**src/rtl/fifo_pkg.sv**
```systemverilog
// Shared FIFO helpers: pointer wrap, width
// helpers and the registered status flag bundle.
package fifo_pkg;

   typedef enum logic {
      RD_NORMAL     = 1'b0,
      RD_SHOW_AHEAD = 1'b1
   } rd_mode_e;

   typedef struct packed {
      logic full;
      logic almost_full;
      logic mty;
      logic almost_mty;
      logic ovf;
      logic udf;
   } fifo_flags_t;

   localparam fifo_flags_t FLAGS_RST = '{
      full:        1'b0,
      almost_full: 1'b0,
      mty:         1'b1,
      almost_mty:  1'b1,
      ovf:         1'b0,
      udf:         1'b0
   };

   // Pointer width; never below one bit.
   function automatic int unsigned pw_of(
      input int unsigned depth
   );
      return (depth < 2) ? 1 : $clog2(depth);
   endfunction

   // Counter width able to hold 0..depth.
   function automatic int unsigned cw_of(
      input int unsigned depth
   );
      return $clog2(depth + 1);
   endfunction

   // Wrap by compare so any depth works.
   function automatic int unsigned ptr_inc(
      input int unsigned ptr,
      input int unsigned depth
   );
      return (ptr + 1 >= depth) ? 0 : ptr + 1;
   endfunction

endpackage

```
**src/rtl/sync_fifo_if.sv**
```systemverilog
// Write/read handshake and status bundle
// between a producer/consumer and sync_fifo.
interface sync_fifo_if
   import fifo_pkg::*;
#(
   parameter int DATA_WIDTH = 128,
   parameter int DEPTH      = 8
) ();

   localparam int CW = cw_of(DEPTH);

   logic                  wr;
   logic [DATA_WIDTH-1:0] data;
   logic                  rd;
   logic [DATA_WIDTH-1:0] q;
   logic [CW-1:0]         usedw;
   logic                  full;
   logic                  almost_full;
   logic                  mty;
   logic                  almost_mty;
   logic                  ovf;
   logic                  udf;

   modport master (
      output wr, data, rd,
      input  q, usedw, full, almost_full,
      input  mty, almost_mty, ovf, udf
   );

   modport slave (
      input  wr, data, rd,
      output q, usedw, full, almost_full,
      output mty, almost_mty, ovf, udf
   );

endinterface

```
**src/rtl/sync_fifo_ram.sv**
```systemverilog
// 1W1R register array behind sync_fifo;
// kept separate so a RAM macro can replace it.
module fifo_ram
   import fifo_pkg::*;
#(
   parameter int DATA_WIDTH = 128,
   parameter int DEPTH      = 8,
   localparam int PW        = pw_of(DEPTH)
) (
   input  logic                  clk,
   input  logic                  we,
   input  logic [PW-1:0]         waddr,
   input  logic [DATA_WIDTH-1:0] wdata,
   input  logic [PW-1:0]         raddr,
   output logic [DATA_WIDTH-1:0] rdata_comb
);

   logic [DATA_WIDTH-1:0] mem_q [DEPTH];

   // Storage write; contents survive resets.
   always_ff @(posedge clk) begin
      if (we) begin
         mem_q[waddr] <= wdata;
      end
   end

   assign rdata_comb = mem_q[raddr];

endmodule

```
**src/rtl/sync_fifo.sv**
```systemverilog
// Single-clock FIFO: pointers, occupancy,
// registered flags, error pulses, read port.
module sync_fifo
   import fifo_pkg::*;
#(
   parameter int DATA_WIDTH  = 128,
   parameter int DEPTH       = 8,
   parameter int SHOW_AHEAD  = 0,
   parameter int ALMOST_FULL = 1,
   parameter int ALMOST_MTY  = 1
) (
   input logic        clk,
   input logic        arst,
   input logic        srst,
   sync_fifo_if.slave bus
);

   localparam int PW = pw_of(DEPTH);
   localparam int CW = cw_of(DEPTH);

   localparam rd_mode_e RD_MODE =
      (SHOW_AHEAD != 0) ? RD_SHOW_AHEAD : RD_NORMAL;

   localparam logic [CW-1:0] AF_LVL =
      CW'(DEPTH - ALMOST_FULL);
   localparam logic [CW-1:0] AM_LVL =
      CW'(ALMOST_MTY);
   localparam logic [CW-1:0] FULL_LVL =
      CW'(DEPTH);

   if (DEPTH < 2) begin : g_bad_depth
      $error("sync_fifo: DEPTH must be >= 2");
   end
   if (ALMOST_FULL >= DEPTH) begin : g_bad_af
      $error("sync_fifo: ALMOST_FULL >= DEPTH");
   end
   if (ALMOST_MTY >= DEPTH) begin : g_bad_am
      $error("sync_fifo: ALMOST_MTY >= DEPTH");
   end

   logic [PW-1:0]         wr_ptr_q, wr_ptr_d;
   logic [PW-1:0]         rd_ptr_q, rd_ptr_d;
   logic [CW-1:0]         usedw_q, usedw_d;
   fifo_flags_t           flags_q, flags_d;
   logic                  wr_acc;
   logic                  rd_acc;
   logic                  ram_we;
   logic [DATA_WIDTH-1:0] rdata;

   // Acceptance uses last cycle's flags only.
   assign wr_acc = bus.wr & ~flags_q.full;
   assign rd_acc = bus.rd & ~flags_q.mty;
   assign ram_we = wr_acc & ~srst;

   // Next pointers, occupancy and flags.
   always_comb begin
      wr_ptr_d = wr_ptr_q;
      rd_ptr_d = rd_ptr_q;
      usedw_d  = usedw_q;
      flags_d  = flags_q;
      if (srst) begin
         wr_ptr_d = '0;
         rd_ptr_d = '0;
         usedw_d  = '0;
         flags_d  = FLAGS_RST;
      end else begin
         if (wr_acc) begin
            wr_ptr_d = PW'(ptr_inc(
               32'(wr_ptr_q), DEPTH));
         end
         if (rd_acc) begin
            rd_ptr_d = PW'(ptr_inc(
               32'(rd_ptr_q), DEPTH));
         end
         unique case ({wr_acc, rd_acc})
            2'b10:   usedw_d = usedw_q + CW'(1);
            2'b01:   usedw_d = usedw_q - CW'(1);
            default: usedw_d = usedw_q;
         endcase
         flags_d.full        = usedw_d == FULL_LVL;
         flags_d.almost_full = usedw_d >= AF_LVL;
         flags_d.mty         = usedw_d == '0;
         flags_d.almost_mty  = usedw_d <= AM_LVL;
         flags_d.ovf = bus.wr & flags_q.full;
         flags_d.udf = bus.rd & flags_q.mty;
      end
   end

   // Control state register.
   always_ff @(posedge clk or posedge arst) begin
      if (arst) begin
         wr_ptr_q <= '0;
         rd_ptr_q <= '0;
         usedw_q  <= '0;
         flags_q  <= FLAGS_RST;
      end else begin
         wr_ptr_q <= wr_ptr_d;
         rd_ptr_q <= rd_ptr_d;
         usedw_q  <= usedw_d;
         flags_q  <= flags_d;
      end
   end

   fifo_ram #(
      .DATA_WIDTH (DATA_WIDTH),
      .DEPTH      (DEPTH)
   ) u_ram (
      .clk        (clk),
      .we         (ram_we),
      .waddr      (wr_ptr_q),
      .wdata      (bus.data),
      .raddr      (rd_ptr_q),
      .rdata_comb (rdata)
   );

   if (RD_MODE == RD_NORMAL) begin : g_q_reg
      logic [DATA_WIDTH-1:0] q_q, q_d;

      // Capture head word on an accepted read.
      always_comb begin
         q_d = q_q;
         if (srst) begin
            q_d = '0;
         end else if (rd_acc) begin
            q_d = rdata;
         end
      end

      // Read data register.
      always_ff @(posedge clk or posedge arst) begin
         if (arst) begin
            q_q <= '0;
         end else begin
            q_q <= q_d;
         end
      end

      assign bus.q = q_q;
   end else begin : g_q_comb
      assign bus.q = rdata;
   end

   assign bus.usedw       = usedw_q;
   assign bus.full        = flags_q.full;
   assign bus.almost_full = flags_q.almost_full;
   assign bus.mty         = flags_q.mty;
   assign bus.almost_mty  = flags_q.almost_mty;
   assign bus.ovf         = flags_q.ovf;
   assign bus.udf         = flags_q.udf;

endmodule

```
**src/flat_wrapper.sv**
```systemverilog
// flat-port wrapper written by rule: the top's interface ports become plain ports
module sync_fifo_flat import fifo_pkg::*;
#(
   parameter int DATA_WIDTH  = 128,
   parameter int DEPTH       = 8,
   parameter int SHOW_AHEAD  = 0,
   parameter int ALMOST_FULL = 1,
   parameter int ALMOST_MTY  = 1
)
  (clk, arst, srst, bus_wr, bus_data, bus_rd, bus_q, bus_usedw, bus_full, bus_almost_full, bus_mty, bus_almost_mty, bus_ovf, bus_udf);
  sync_fifo_if #(.DATA_WIDTH(DATA_WIDTH), .DEPTH(DEPTH)) bus_i ();
  input logic clk;
  input logic arst;
  input logic srst;
  input wire logic [$bits(bus_i.wr)-1:0] bus_wr;
  input wire logic [$bits(bus_i.data)-1:0] bus_data;
  input wire logic [$bits(bus_i.rd)-1:0] bus_rd;
  output wire logic [$bits(bus_i.q)-1:0] bus_q;
  output wire logic [$bits(bus_i.usedw)-1:0] bus_usedw;
  output wire logic [$bits(bus_i.full)-1:0] bus_full;
  output wire logic [$bits(bus_i.almost_full)-1:0] bus_almost_full;
  output wire logic [$bits(bus_i.mty)-1:0] bus_mty;
  output wire logic [$bits(bus_i.almost_mty)-1:0] bus_almost_mty;
  output wire logic [$bits(bus_i.ovf)-1:0] bus_ovf;
  output wire logic [$bits(bus_i.udf)-1:0] bus_udf;
  assign bus_i.wr = bus_wr;
  assign bus_i.data = bus_data;
  assign bus_i.rd = bus_rd;
  assign bus_q = bus_i.q;
  assign bus_usedw = bus_i.usedw;
  assign bus_full = bus_i.full;
  assign bus_almost_full = bus_i.almost_full;
  assign bus_mty = bus_i.mty;
  assign bus_almost_mty = bus_i.almost_mty;
  assign bus_ovf = bus_i.ovf;
  assign bus_udf = bus_i.udf;
  sync_fifo #(.DATA_WIDTH(DATA_WIDTH), .DEPTH(DEPTH), .SHOW_AHEAD(SHOW_AHEAD), .ALMOST_FULL(ALMOST_FULL), .ALMOST_MTY(ALMOST_MTY)) u_core (.clk(clk), .arst(arst), .srst(srst), .bus(bus_i));
endmodule
```
**config.mk**
```make
export PLATFORM = sky130hd
export DESIGN_NAME = sync_fifo_flat
export DESIGN_NICKNAME = d
export VERILOG_FILES = /design/src/rtl/fifo_pkg.sv /design/src/rtl/sync_fifo_if.sv /design/src/rtl/sync_fifo_ram.sv /design/src/rtl/sync_fifo.sv /design/src/flat_wrapper.sv
export SDC_FILE = /design/constraint.sdc
export NUM_CORES = 1
export LEC_CHECK = 0
export CORE_UTILIZATION = 45
export DETAILED_ROUTE_END_ITERATION = 8
export PLACE_DENSITY = 0.6
export SLEW_MARGIN = 20
export SYNTH_ARGS = -nofsm -noshare
export SYNTH_HDL_FRONTEND = slang
export SYNTH_SLANG_ARGS = --single-unit
```
**constraint.sdc**
```tcl
create_clock -name clk -period 14.3 [get_ports clk]
set_clock_uncertainty 0.05 [all_clocks]
set_input_delay 1.43 -clock clk [delete_from_list [all_inputs] [get_ports clk]]
set_output_delay 1.43 -clock clk [all_outputs]
set_load 0.01 [all_outputs]
```
==> results of run 1 <==
## report_power, final
| part | switching (mW) | internal (mW) |
|---|---|---|
| sequential | 0.0847 | 3.84 |
| clock | 1.26 | 1.87 |
| combinational | 0.467 | 0.494 |
| total | 1.81 | 6.20 |
## placed cells by master, fill, tap and decap left out, types with 2 or more instances in the layout
cell type           n
buf_4              12
o21ai_0             3
a31oi_1             2
dfstp_2             2
mux4_2            256
clkinv_8            2
inv_6               5
nor2_1              3
nor2b_1             2
clkbuf_1           31
clkinvlp_4          6
clkbuf_16         119
o21a_1              2
clkinv_1            4
ha_1                4
dfrtp_1           139
buf_12              9
o211ai_1            2
nor3_1              4
nor3_2              2
bufinv_16          12
nor2_4              7
inv_1               4
a21oi_1             8
edfxtp_1         1024
nand2_1           137
mux2i_1           130
clkinv_2           14
clkdlybuf4s50_1   270
dfrtp_4             3
or3_1               2
clkbuf_8           23
clkinv_4            7
o21ai_1           129
nand3_1             2
diode_2             3
nand2b_1            6
buf_16              2
## worst max path at each step
stage,startpoint,cells past startpoint,end
global placement,srst,5,u_core.u_ram.mem_q[2][108]$_DFFE_PP_
global route,srst,5,u_core.u_ram.mem_q[2][17]$_DFFE_PP_
finish,srst,5,u_core.u_ram.mem_q[2][13]$_DFFE_PP_
CTS,srst,5,u_core.u_ram.mem_q[2][17]$_DFFE_PP_
floorplan,srst,4,u_core.u_ram.mem_q[0][0]$_DFFE_PP_
detailed placement,srst,5,u_core.u_ram.mem_q[2][108]$_DFFE_PP_
## per-stage QoR
stage / std cells / area [um2] / power (mW)
final: 3681 / 51900 / 8.01
after global routing: 3679 / 51800 / 8.31
after CTS: 3677 / 51800 / 8.10
after detailed placement: 3456 / 47800 / 4.97
after global placement: 3455 / 47800 / 4.95
after floorplan: 2002 / 43700 / 4.61
## critical path: cells and delay by family
kind	cells	cell delay [ps]
and+or+nand+nor	3	1760
buffers and inverters	2	1570
## state kept, by name, summed over array words and instances, names as in the netlist
name,flops
u_core.bus.q,128
u_core.bus.almost_mty,1
u_core.bus.ovf,1
u_core.bus.usedw,4
u_core.u_ram.mem_q,1024
u_core.bus.mty,1
u_core.rd_ptr_q,3
u_core.bus.full,1
u_core.bus.almost_full,1
u_core.wr_ptr_q,3
u_core.bus.udf,1
## cells in the mapped netlist (2+ instances only)
cell type | count | area, um2
buf_1 | 10 | 37.5
o21a_1 | 2 | 15.0
ha_1 | 4 | 50.1
nand2b_1 | 6 | 37.5
buf_6 | 12 | 135
o21ai_0 | 3 | 15.0
dfrtp_1 | 142 | 3550
a21oi_1 | 8 | 40.0
o211ai_1 | 2 | 15.0
buf_4 | 13 | 97.6
edfxtp_1 | 1024 | 30700
nand2_1 | 137 | 514
buf_2 | 31 | 155
inv_1 | 5 | 18.8
mux4_2 | 256 | 5770
o21ai_1 | 129 | 646
nor3_1 | 6 | 30.0
nor2_1 | 10 | 37.5
nand3_1 | 2 | 10.0
mux2i_1 | 130 | 1300
a31oi_1 | 2 | 12.5
nor2b_1 | 2 | 12.5
clkbuf_1 | 37 | 139
dfstp_2 | 2 | 52.6
or3_1 | 2 | 12.5
## cell type report
| class | instances | area [um2] | share of cell area [%] |
|---|---|---|---|
| Clock buffer | 173 | 3410 | 6.58 |
| Sequential cell | 1168 | 34400 | 66.3 |
| Inverter | 7 | 32.5 | 0.0627 |
| Multi-Input combinational cell | 724 | 8810 | 17.0 |
| Antenna cell | 3 | 7.51 | 0.0145 |
| Tap cell | 1265 | 1580 | 3.05 |
| Clock inverter | 48 | 614 | 1.18 |
| Timing Repair Buffer | 293 | 3030 | 5.84 |
## per-layer routing
layer	part of all wire, %	up-vias	wire length, um	track usage, %
met4	1.3	34	1210	3.98
met2	50	489	46100	31.4
met1	42	10700	39200	26.0
li1	-	8818	-	-
met3	6.6	133	6160	4.66
met5	0.20	-	188	0
## kinds of logic (layout without fill, tap and decap cells)
group,after synthesis,after routing
DFF,1168,1168
AOI/OAI and AO/OA,157,157
muxes,386,386
and+or+nand+nor,176,176
buffers and inverters,110,521
xor gates and xnor gates,1,1
adders and majority gates,4,4
other,0,3
==> impl_metrics.env, run 1 <==
export IMPL_status="finished clean"
export IMPL_crit_fanout=54
export IMPL_grt_pass1_wl_um=139000
export IMPL_cts_buffers=116
export IMPL_totalWireLength_um=92900
export IMPL_grt_max_degree=150
export IMPL_initialDrtViolationCount=1360
export IMPL_powerDensity_nw_per_um2=154
export IMPL_drc=0
export IMPL_holdWs_ps=430
export IMPL_syn_inst=2002
export IMPL_relSlewSlack_pct=25.8
export IMPL_setup_tns_final_ps=0
export IMPL_min_delay_start="u_core.bus.q[74]$_DFFE_PP0P_"
export IMPL_p_leak_nw=16.4
export IMPL_start_util_pct=45.7
export IMPL_coreArea_um2=95600
export IMPL_synthArstFlopShare_pct=12.3
export IMPL_cts_tree="done"
export IMPL_post_route_period_util_pct=32.7
export IMPL_synth_seq_cells=1168
export IMPL_syn_to_final_growth_pct=18.7
export IMPL_yosys_warnings=0
export IMPL_via_per_inst=5.49
export IMPL_antenna_found_initial=20
export IMPL_reg2reg_depth=4
export IMPL_synthAdderAreaFrac_pct=0.115
export IMPL_die_h_um=314
export IMPL_fin_crit_ps=4680
export IMPL_synthSimpleGateAreaFrac_pct=1.73
export IMPL_fin_util_pct=54.3
export IMPL_dpl_worst_slack_ps=8950
export IMPL_synth_xor_area_share_pct=0.0200
export IMPL_ant_nets=0
export IMPL_dpl_hpwl_um=47600
export IMPL_layout_drive_gt1_share_pct=20.3
export IMPL_cp_cell_sequence="clkdlybuf4s50_1 -> nor3b_1 -> nand2b_1 -> nor2_4 -> buf_4"
export IMPL_design_die_area_um2=98300
export IMPL_drv_cap=0
export IMPL_synth_edf_count=1024
export IMPL_cts_root_buffer="clkbuf_16"
export IMPL_grt_usage_pct=19.1
export IMPL_crit_slowest_cell="buf_4"
export IMPL_avgSynthCellArea_um2=21.8
export IMPL_rsz0062_at_grt="no"
export IMPL_synth_top_family_by_area="multiplexers"
export IMPL_rows=113
export IMPL_post_drt_wl_per_cell_um=25.2
export IMPL_cts_resized=0
export IMPL_worst_slack_ps=9620
export IMPL_vias=20200
export IMPL_cp_data_arrival_time_ps=4920
export IMPL_portBuffers=270
export IMPL_worstMarginPinSlew_ps=1110
export IMPL_dr_pass1_iters=5
export IMPL_min_path_type="register to register"
export IMPL_end_kind="register"
export IMPL_yosys_cell_types_count=50
export IMPL_required_ps=14540
export IMPL_synthMuxAreaShare_pct=16.2
export IMPL_final_max_slew_viol_count=0
export IMPL_path_class="input pin to register"
export IMPL_rrSetupSlack_ps=10460
export IMPL_reg2reg_from="u_core.rd_ptr_q[2]$_DFFE_PP0P_"
export IMPL_cpPeakStageDelay_ps=800
export IMPL_cts_setup_buffers=0
export IMPL_cts_hold_buffers=0
export IMPL_start_kind="input pin"
export IMPL_seq_area_frac_synth_pct=78.6
export IMPL_netlist_area_um2=43700
export IMPL_htreeDepth=3
export IMPL_gp_congestion=0.751
export IMPL_r2r_end="u_core.bus.q[119]$_DFFE_PP0P_"
export IMPL_clk_latency_ps=680
export IMPL_setup_violations_final=0
export IMPL_nNetsFinal=2447
export IMPL_synth_compound_area_share_pct=1.98
export IMPL_cts_buffer_depth=3
export IMPL_min_to="u_core.bus.q[74]$_DFFE_PP0P_"
export IMPL_cts_sinks=1168
export IMPL_timing_final_hold_violations=0
export IMPL_timing_fmax_ghz=0.214
export IMPL_pin_count=271
export IMPL_die_w_um=314
export IMPL_cts_clk_slew_worst_paths_ps=60
export IMPL_grt_ovfl_total=0
export IMPL_grt_pass1_vias=21500
export IMPL_fillers=7297
export IMPL_hold_depth=2
export IMPL_synthFlopType="edfxtp_1"
export IMPL_irDropWorstVdd_mv=0.106
export IMPL_syn_nets=2139
(Power assumes the default switching activity.)
==> run 2: changes to the inputs <==
Clock period 14.3 ns to 4.4 ns, I/O delays scaled along.
==> impl_metrics.env, run 2 (synthesis gave the netlist of run 1 again) <==
export IMPL_min_path_type="input pin to async pin"
export IMPL_grt_pass1_wl_um=138000
export IMPL_coreArea_um2=95600
export IMPL_drc=0
export IMPL_dpl_hpwl_um=51100
export IMPL_cp_cell_sequence="nand2b_4 -> clkinv_2 -> nand2_1 -> xnor2_1 -> ha_1 -> a21oi_1 -> a21boi_1 -> or4_4 -> a21oi_1 -> or3_1"
export IMPL_relSlewSlack_pct=45.7
export IMPL_cp_data_arrival_time_ps=3070
export IMPL_placed_cells=3482
export IMPL_post_route_period_util_pct=58.7
export IMPL_grt_usage_pct=19.0
export IMPL_cts_root_buffer="clkbuf_16"
export IMPL_p_leak_nw=16.5
export IMPL_powerDensity_nw_per_um2=492
export IMPL_largest_reg_flops=1024
export IMPL_cts_resized=0
export IMPL_die_w_um=314
export IMPL_start_kind="register"
export IMPL_rows=113
export IMPL_fin_crit_ps=2580
export IMPL_start_util_pct=45.7
export IMPL_totalWireLength_um=92400
export IMPL_fillers=7314
export IMPL_die_h_um=314
export IMPL_timing_final_hold_violations=0
export IMPL_crit_top_cell="a21oi_1"
export IMPL_reg2reg_depth=10
export IMPL_reg2reg_from="u_core.bus.mty$_DFF_PP1_"
export IMPL_vias=20300
export IMPL_portBuffers=270
export IMPL_layout_drive_gt1_share_pct=21.1
export IMPL_final_max_slew_viol_count=0
export IMPL_irDropWorstVdd_mv=0.337
export IMPL_cts_hold_buffers=0
export IMPL_gp_congestion=0.732
export IMPL_rsz0062_at_grt="no"
export IMPL_end_kind="register"
export IMPL_cts_sinks=1168
export IMPL_top_register="u_core.u_ram.mem_q"
export IMPL_drv_cap=0
export IMPL_timing_fmax_ghz=0.387
export IMPL_path_class="register to register"
export IMPL_cts_clk_slew_worst_paths_ps=60
export IMPL_stdcell_count=3701
export IMPL_pin_count=271
export IMPL_holdWs_ps=229
export IMPL_ant_nets=0
export IMPL_dr_pass1_iters=4
export IMPL_grt_pass1_vias=21500
export IMPL_layout_common_cells="edfxtp_1 (1024), clkdlybuf4s50_1 (270), mux4_2 (256), dfrtp_1 (139), nand2_1 (136)"
export IMPL_nNetsFinal=2472
export IMPL_crit_path_start="u_core.bus.mty$_DFF_PP1_"
export IMPL_dpl_instance_area_um2=48200
export IMPL_cts_tree="done"
export IMPL_design_die_area_um2=98300
export IMPL_fin_util_pct=54.4
export IMPL_antenna_found_initial=13
export IMPL_post_drt_wl_per_cell_um=25.0
export IMPL_cpPeakStageDelay_ps=560
export IMPL_crit_slowest_cell="dfstp_2"
export IMPL_final_common_cell="edfxtp_1"
export IMPL_crit_fanout=7
export IMPL_syn_to_final_growth_pct=19.1
export IMPL_cts_setup_buffers=0
export IMPL_status="finished clean"
export IMPL_required_ps=4880
export IMPL_htreeDepth=3
export IMPL_r2r_end="u_core.bus.almost_full$_DFF_PP0_"
export IMPL_worstMarginPinSlew_ps=814
export IMPL_initialDrtViolationCount=1436
export IMPL_cts_buffer_depth=3
export IMPL_via_per_inst=5.47
export IMPL_final_cell_area_um2=52000
export IMPL_setup_violations_final=0
export IMPL_cts_buffers=115
export IMPL_grt_ovfl_total=0
export IMPL_rrSetupSlack_ps=1820
export IMPL_setup_tns_final_ps=0
export IMPL_grt_max_degree=99
export IMPL_clk_latency_ps=660
[run 2: cell types whose count changed in the layout (fill, tap and decap cells not counted), moves of 6 or more]
cell       change
clkinv_4       -6
clkinv_2      +12
bufinv_16      -6
buf_12        +17
buf_4         +11
[run 2: cell type report]
cell class	count	area (um2)	area share [%]
flip-flops and latches	1168	34400	66.1
multi-input cells	724	8840	17.0
clock buffers	176	3430	6.59
repair buffers	319	3400	6.53
well taps	1265	1580	3.04
clock inverters	41	377	0.724
inverters	7	32.5	0.0625
diodes	1	2.50	0.00481
[run 2: how the worst max path moves through the flow]
| stage | cells past startpoint | endpoint |
|---|---|---|
| floorplan | 4 | u_core.u_ram.mem_q[6][0]$_DFFE_PP_ |
| global placement | 6 | u_core.u_ram.mem_q[2][11]$_DFFE_PP_ |
| detailed placement | 6 | u_core.u_ram.mem_q[2][11]$_DFFE_PP_ |
| CTS | 10 | u_core.bus.almost_full$_DFF_PP0_ |
| global route | 10 | u_core.bus.almost_full$_DFF_PP0_ |
| finish | 10 | u_core.bus.almost_full$_DFF_PP0_ |
[run 2: per-layer routing]
metal	up-vias	routed length (um)	global-route usage (%)
met2	480	45000	30.8
li1	8866	-	-
met5	-	138	0
met4	20	1490	4.58
met1	10800	41000	26.8
met3	126	4880	3.58
[run 2: critical path, delay by kind of cell, from the launching register on]
| family | cells | cell delay (ps) |
|---|---|---|
| AND/OR/NAND/NOR | 4 | 840 |
| AO/OA/AOI/OAI | 3 | 620 |
| flip-flops | 1 | 560 |
| adder cells (fa/ha/maj) | 1 | 180 |
| buffers and inverters | 1 | 120 |
| XOR/XNOR | 1 | 80 |
[run 2: report_power, final]
group          leakage, nW  internal, mW  switching [mW]  total [mW]
Clock                 1.88          5.70            3.97        9.67
Combinational         3.40          1.64            1.54        3.17
Sequential            11.2          12.5           0.270        12.7
Total                 16.5          19.8            5.77        25.6
[run 2: metrics by stage]
stage          setup slack [ps]  total power [mW]
2_1_floorplan              -512              14.9
3_3_place_gp               1300              16.1
3_5_place_dp               1270              16.2
4_1_cts                    1830              25.9
5_1_grt                    1640              26.5
6_report                   1820              25.6
